[src/rtl/display_pkg.sv]
// rtl/display_pkg.sv - shared state codes, group tags and frame geometry for display_capture
package display_pkg;

   typedef enum logic [2:0] {
      S_IDLE = 3'd0,
      S_PE   = 3'd1,
      S_3X3  = 3'd2,
      S_2X2  = 3'd3,
      S_DONE = 3'd4
   } cap_state_e;

   localparam logic [2:0] TAG_PE  = 3'd1;
   localparam logic [2:0] TAG_3X3 = 3'd2;
   localparam logic [2:0] TAG_2X2 = 3'd3;

   localparam int         BEATS_PER_GROUP = 4;
   localparam logic [1:0] LAST_BEAT       = 2'(BEATS_PER_GROUP - 1);

endpackage

[src/rtl/display_capture_group.sv]
// rtl/display_capture_group.sv - one 4-byte shadow group (c11, c12, c21, c22) with write-index decode
module capture_group
   import display_pkg::*;
(
   input  logic       clk,
   input  logic       reset,
   input  logic       clr_i,
   input  logic       wr_en_i,
   input  logic [1:0] wr_idx_i,
   input  logic [7:0] wr_data_i,
   output logic [7:0] c11_o,
   output logic [7:0] c12_o,
   output logic [7:0] c21_o,
   output logic [7:0] c22_o
);

   logic [7:0] byte_q [BEATS_PER_GROUP];
   logic [7:0] byte_d [BEATS_PER_GROUP];

   // Clear wins over write so an aborted frame leaves nothing behind
   always_comb begin
      byte_d = byte_q;
      if (clr_i) begin
         for (int i = 0; i < BEATS_PER_GROUP; i++) begin
            byte_d[i] = 8'd0;
         end
      end else if (wr_en_i) begin
         byte_d[wr_idx_i] = wr_data_i;
      end
   end

   // Shadow byte storage
   always_ff @(posedge clk) begin
      if (!reset) begin
         for (int i = 0; i < BEATS_PER_GROUP; i++) begin
            byte_q[i] <= 8'd0;
         end
      end else begin
         byte_q <= byte_d;
      end
   end

   assign c11_o = byte_q[0];
   assign c12_o = byte_q[1];
   assign c21_o = byte_q[2];
   assign c22_o = byte_q[3];

endmodule

[src/rtl/display_capture.sv]
// rtl/display_capture.sv - reassembles 12-beat PE/3x3/2x2 frames; DISPLAY_CAPTURE_ERR_EN enables sticky tag-error abort
module display_capture
   import display_pkg::*;
(
   input  logic       clk,
   input  logic       reset,
   input  logic       run_capture,
   input  logic       display_valid_i,
   input  logic [7:0] display_result_i,
   input  logic [2:0] state_display_i,
   output logic [7:0] c11_PE,
   output logic [7:0] c12_PE,
   output logic [7:0] c21_PE,
   output logic [7:0] c22_PE,
   output logic [7:0] c11_3x3,
   output logic [7:0] c12_3x3,
   output logic [7:0] c21_3x3,
   output logic [7:0] c22_3x3,
   output logic [7:0] c11_2x2,
   output logic [7:0] c12_2x2,
   output logic [7:0] c21_2x2,
   output logic [7:0] c22_2x2,
   output logic       frame_done_o,
   output logic       error_o,
   output logic [2:0] capture_state_o
);

   cap_state_e state_q, state_d;
   logic [1:0] cnt_q, cnt_d;
   logic       frame_done_q, frame_done_d;
   logic       error_q, error_d;
   logic [7:0] out_q [12];
   logic [7:0] out_d [12];

   logic [2:0] exp_tag;
   logic [1:0] wr_idx;
   logic [2:0] wr_en;
   logic       shadow_clr;
   logic [7:0] pe_b [4];
   logic [7:0] g3_b [4];
   logic [7:0] g2_b [4];

   capture_group u_grp_pe (
      .clk(clk), .reset(reset), .clr_i(shadow_clr), .wr_en_i(wr_en[0]),
      .wr_idx_i(wr_idx), .wr_data_i(display_result_i),
      .c11_o(pe_b[0]), .c12_o(pe_b[1]), .c21_o(pe_b[2]), .c22_o(pe_b[3])
   );

   capture_group u_grp_3x3 (
      .clk(clk), .reset(reset), .clr_i(shadow_clr), .wr_en_i(wr_en[1]),
      .wr_idx_i(wr_idx), .wr_data_i(display_result_i),
      .c11_o(g3_b[0]), .c12_o(g3_b[1]), .c21_o(g3_b[2]), .c22_o(g3_b[3])
   );

   capture_group u_grp_2x2 (
      .clk(clk), .reset(reset), .clr_i(shadow_clr), .wr_en_i(wr_en[2]),
      .wr_idx_i(wr_idx), .wr_data_i(display_result_i),
      .c11_o(g2_b[0]), .c12_o(g2_b[1]), .c21_o(g2_b[2]), .c22_o(g2_b[3])
   );

   // Next state, beat counter, shadow writes and frame commit
   always_comb begin
      state_d      = state_q;
      cnt_d        = cnt_q;
      frame_done_d = 1'b0;
      error_d      = error_q;
      out_d        = out_q;
      shadow_clr   = 1'b0;
      wr_en        = 3'b000;
      case (state_q)
         S_3X3:   exp_tag = TAG_3X3;
         S_2X2:   exp_tag = TAG_2X2;
         default: exp_tag = TAG_PE;
      endcase
      // A frame always starts at c11, whatever the counter last held
      wr_idx = (state_q == S_IDLE || state_q == S_DONE) ? 2'd0 : cnt_q;

      if (state_q == S_DONE) begin
         state_d = S_IDLE;
      end

      if (!run_capture) begin
         if (state_q != S_IDLE) begin
            state_d    = S_IDLE;
            cnt_d      = 2'd0;
            shadow_clr = 1'b1;
         end
      end else if (display_valid_i) begin
         if (state_display_i == exp_tag) begin
            cnt_d = cnt_q + 2'd1;
            case (state_q)
               S_IDLE, S_DONE: begin
                  wr_en[0] = 1'b1;
                  cnt_d    = 2'd1;
                  state_d  = S_PE;
               end
               S_PE: begin
                  wr_en[0] = 1'b1;
                  if (cnt_q == LAST_BEAT) state_d = S_3X3;
               end
               S_3X3: begin
                  wr_en[1] = 1'b1;
                  if (cnt_q == LAST_BEAT) state_d = S_2X2;
               end
               S_2X2: begin
                  wr_en[2] = 1'b1;
                  if (cnt_q == LAST_BEAT) begin
                     // Final beat bypasses its shadow slot so all 12 outputs move on this edge
                     state_d      = S_DONE;
                     frame_done_d = 1'b1;
                     for (int i = 0; i < 4; i++) begin
                        out_d[i]     = pe_b[i];
                        out_d[4 + i] = g3_b[i];
                     end
                     for (int i = 0; i < 3; i++) begin
                        out_d[8 + i] = g2_b[i];
                     end
                     out_d[11] = display_result_i;
                  end
               end
               default: ;
            endcase
         end else begin
`ifdef DISPLAY_CAPTURE_ERR_EN
            error_d    = 1'b1;
            state_d    = S_IDLE;
            cnt_d      = 2'd0;
            shadow_clr = 1'b1;
`endif
         end
      end
   end

   // State, counter, committed outputs and flags
   always_ff @(posedge clk) begin
      if (!reset) begin
         state_q      <= S_IDLE;
         cnt_q        <= 2'd0;
         frame_done_q <= 1'b0;
         error_q      <= 1'b0;
         for (int i = 0; i < 12; i++) begin
            out_q[i] <= 8'd0;
         end
      end else begin
         state_q      <= state_d;
         cnt_q        <= cnt_d;
         frame_done_q <= frame_done_d;
         error_q      <= error_d;
         out_q        <= out_d;
      end
   end

   assign c11_PE  = out_q[0];
   assign c12_PE  = out_q[1];
   assign c21_PE  = out_q[2];
   assign c22_PE  = out_q[3];
   assign c11_3x3 = out_q[4];
   assign c12_3x3 = out_q[5];
   assign c21_3x3 = out_q[6];
   assign c22_3x3 = out_q[7];
   assign c11_2x2 = out_q[8];
   assign c12_2x2 = out_q[9];
   assign c21_2x2 = out_q[10];
   assign c22_2x2 = out_q[11];

   assign frame_done_o    = frame_done_q;
   assign error_o         = error_q;
   assign capture_state_o = state_q;

endmodule

[config.mk]
export PLATFORM = sky130hd
export DESIGN_NAME = display_capture
export DESIGN_NICKNAME = d
export VERILOG_FILES = /design/src/rtl/display_pkg.sv /design/src/rtl/display_capture_group.sv /design/src/rtl/display_capture.sv
export SDC_FILE = /design/constraint.sdc
export NUM_CORES = 1
export LEC_CHECK = 0
export BUFFER_PORTS_ARGS = -buffer_cell sky130_fd_sc_hd__buf_2
export CAP_MARGIN = 20
export CELL_PAD_IN_SITES_DETAIL_PLACEMENT = 0
export CELL_PAD_IN_SITES_GLOBAL_PLACEMENT = 1
export CORE_AREA = 2 2 138 140
export CTS_CLUSTER_DIAMETER = 200
export DETAILED_ROUTE_END_ITERATION = 8
export DIE_AREA = 0 0 140 142
export PLACE_DENSITY = 0.77
export SETUP_SLACK_MARGIN = 0.5
export SLEW_MARGIN = 20
export SYNTH_ARGS = -nofsm -noshare
export SYNTH_HDL_FRONTEND = slang
export SYNTH_SLANG_ARGS = --single-unit
[constraint.sdc]
create_clock -name clk -period 2.65 [get_ports clk]
set_input_delay 0.3975 -clock clk [delete_from_list [all_inputs] [get_ports clk]]
set_output_delay 0.3975 -clock clk [all_outputs]
set_load 0.02 [all_outputs]
==> summary.md <==
| Metric | Value |
|---|---|
| Starting Density | `0.394` |
| Fmax | `494 MHz` |
| CTS Buffer Depth | `2` |
| R2R depth | `6` |
| CP required | `2.97 ns` |
| Final worst setup slack | `0.628 ns` |
| Largest net degree at the start of global routing | `97` |
| GR Overflow Total | `0` |
| Filler cells | `1845` |
| Synth cell count leaders | `266 x nand2_1, 190 x dfxtp_1, 70 x a21boi_0` |
| First-pass DRT Iterations | `7` |
| Seq/Total Area, Yosys | `0.523` |
| Worst setup SP type | `flop` |
| All-Layer GR Usage | `0.189` |
| Most frequent cell after synthesis | `nand2_1` |
| Vias in the first global route | `5429` |
| Worst Tran Pin Value | `0.833 ns` |
| # IOs | `116` |
| Total Wirelength | `18.0 mm` |
| Final Hold Fails | `0` |
| Worst Skew | `0.00999 ns` |
| Syn Area/Cell | `8.86 µm²` |
| VDD IR max | `0.000455 V` |
| CP startpoint | `cnt_q[1]` |
| Dominant cells by area after synthesis | `dfxtp_1 52%, nand2_1 14%, a21boi_0 7.2%` |
| Yosys cell types | `46` |
| Top cell type's share of synthesized area | `0.523` |
| Register bit total from synthesis | `190` |
| Total CTS buffers | `17` |
| DP Worst Slack | `0.345 ns` |
| Top cell type by total area after synthesis | `dfxtp_1` |
| DRC violations left | `9` |
| # port buffers | `114` |
| RR Startpoint | `cnt_q[1]` |
| Clk Latency, worst-skew pair | `0.43 ns` |
| Flop2flop setup slack | `0.63 ns` |
| Worst path arrival time | `2.34 ns` |
| Antenna violations before repair | `0` |
| Cell area power density | `676 nW/µm²` |
| H-tree Lvls | `4` |
| Initial detailed-routing violation count | `319` |
| Worst slew margin | `0.445` |
| Post-CTS Setup Bufs | `0` |
| First-pass GRT wire length | `29.2 mm` |
| LEAKAGE | `3.60 nW` |
| Cell count after synthesis | `821` |
| Die area | `19900 µm²` |
| Cell Area, Synth | `7280 µm²` |
| Placeable Area | `18500 µm²` |
| Number of synthesized flops with an enable pin | `0` |
| Worst r2r dst | `c11_2x2[3]` |
| N_diodes | `0` |
| Min cycle time layout | `2.02 ns` |
| Root Driver | `clkbuf_16` |
| Die Width | `140 µm` |
| Share of cells above drive strength 1 | `0.206` |
| Unrepaired setup endpoints after global routing | `no` |
| Synth warn | `0` |
| Critical Path End Type | `flop` |
| Crit path to | `c11_2x2[3]` |
| Async S/R FF share, synth | `0` |
| Failing checks | `DRC` |
| Clock Sinks | `190` |
| CTS tree | `done` |
| Outcome | `finished, violations left` |
| Setup TNS | `0 ns` |
| Placement row count | `50` |
| Top_reg_cell synth | `dfxtp_1` |
| Worst-path maximum fanout | `29` |
| RePlAce Congestion | `0.852` |
| Final Setup Violations | `0` |
| Die height | `142 µm` |
| Post-route clock period utilization | `0.763` |
| Hold Crit Class | `in -> reg` |
| Clock transition at path regs | `0.07 ns` |
| Max-cap violations | `0` |
| Antenna Nets Post-Route | `0` |
| Vias post-DR | `5699` |
| Layout Nets | `925` |
| WS Path Type | `reg -> reg` |
| Syn-to-layout area delta | `19.8%` |
| Final Max Slew Viols | `0` |
| WL/cell | `15.6 µm` |
| Number of vias per cell | `4.93` |
| Post-Syn Nets | `837` |
| Final HPWL DP | `11.6 mm` |
## logic make-up (layout without fill, tap and decap cells)
kind of cell               Yosys count  after routing  share of synthesized area
DFF                                190            190                      0.523
adders and majority gates            1              1                    0.00172
muxes                               52             52                     0.0717
AOI/OAI and AO/OA                  147            147                      0.140
xor gates and xnor gates             1              1                    0.00120
and+or+nand+nor                    361            361                      0.216
other                                1              1                   0.000515
buffers and inverters               68            169                     0.0456
## metrics by stage
stage | hold WS, ns | instance area [µm²] | utilization | total power, mW | std cells
2_1_floorplan | 0.430 | 7280 | - | 3.03 | 821
3_3_place_gp | 0.439 | 8050 | 0.436 | 3.09 | 1124
3_5_place_dp | 0.443 | 8050 | 0.436 | 3.09 | 1124
4_1_cts | 0.301 | 8720 | 0.472 | 5.94 | 1156
5_1_grt | 0.324 | 8720 | 0.473 | 6.08 | 1156
6_report | 0.314 | 8720 | 0.473 | 5.89 | 1156
## power by group
| part | total [mW] | internal, mW | switching (mW) |
|---|---|---|---|
| Sequential | 2.86 | 2.86 | 0.00170 |
| Clock | 2.87 | 1.74 | 1.13 |
| Combinational | 0.166 | 0.0501 | 0.116 |
## layout by cell type (no fill, tap or decap), types with 3 or more instances in the layout
cell,instances
inv_1,3
buf_12,4
nor3_1,3
nand3_1,41
nand2_1,266
clkbuf_16,17
a21boi_0,70
buf_4,16
nor2_1,27
mux2i_1,51
a21boi_1,26
nor3b_1,3
o21ai_2,9
buf_2,114
bufinv_16,5
o21ai_0,34
dfxtp_1,189
## how the worst min path moves through the flow
stage | startpoint | to | slack [ns] | cells past startpoint
3_5_place_dp | c11_PE[1] | c11_PE[1] | 0.44 | 2
2_1_floorplan | u_grp_pe.c11_o[0] | c11_PE[0] | 0.43 | 2
3_3_place_gp | c11_PE[1] | c11_PE[1] | 0.44 | 2
6_report | reset | cnt_q[0] | 0.31 | 3
5_1_grt | reset | cnt_q[0] | 0.32 | 3
4_1_cts | reset | cnt_q[0] | 0.30 | 3
## worst max-delay path, stage by stage (launching register included)
cell,delay (ns)
dfxtp_1,0.45
ha_1,0.23
nand3_1,0.21
or3_4,0.59
buf_4,0.27
nand2_1,0.07
a21boi_0,0.07
## what timing repair did
| action | in CTS | in global routing |
|---|---|---|
| gates resized for setup | 2 | 1 |
| hold buffers | 0 | 0 |
| setup endpoints to repair | 9 | 96 |
## area by class of cell
type,instances,area (µm²),share of cell area
sequential,190,3800,0.436
multi-input combinational,563,3180,0.364
timing repair buffer,134,771,0.0884
clock buffer,20,457,0.0524
tap,234,293,0.0336
clock inverter,12,206,0.0237
inverter,3,11.3,0.00129
## routing by layer
metal	up-vias	track usage	part of all wire
li1	2888	-	-
met1	2691	0.263	0.50
met2	110	0.298	0.45
met3	10	0.0410	0.036
met4	0	0.0500	0.0076
met5	-	0	0
Note: power is estimated with default switching activity, not from simulation.
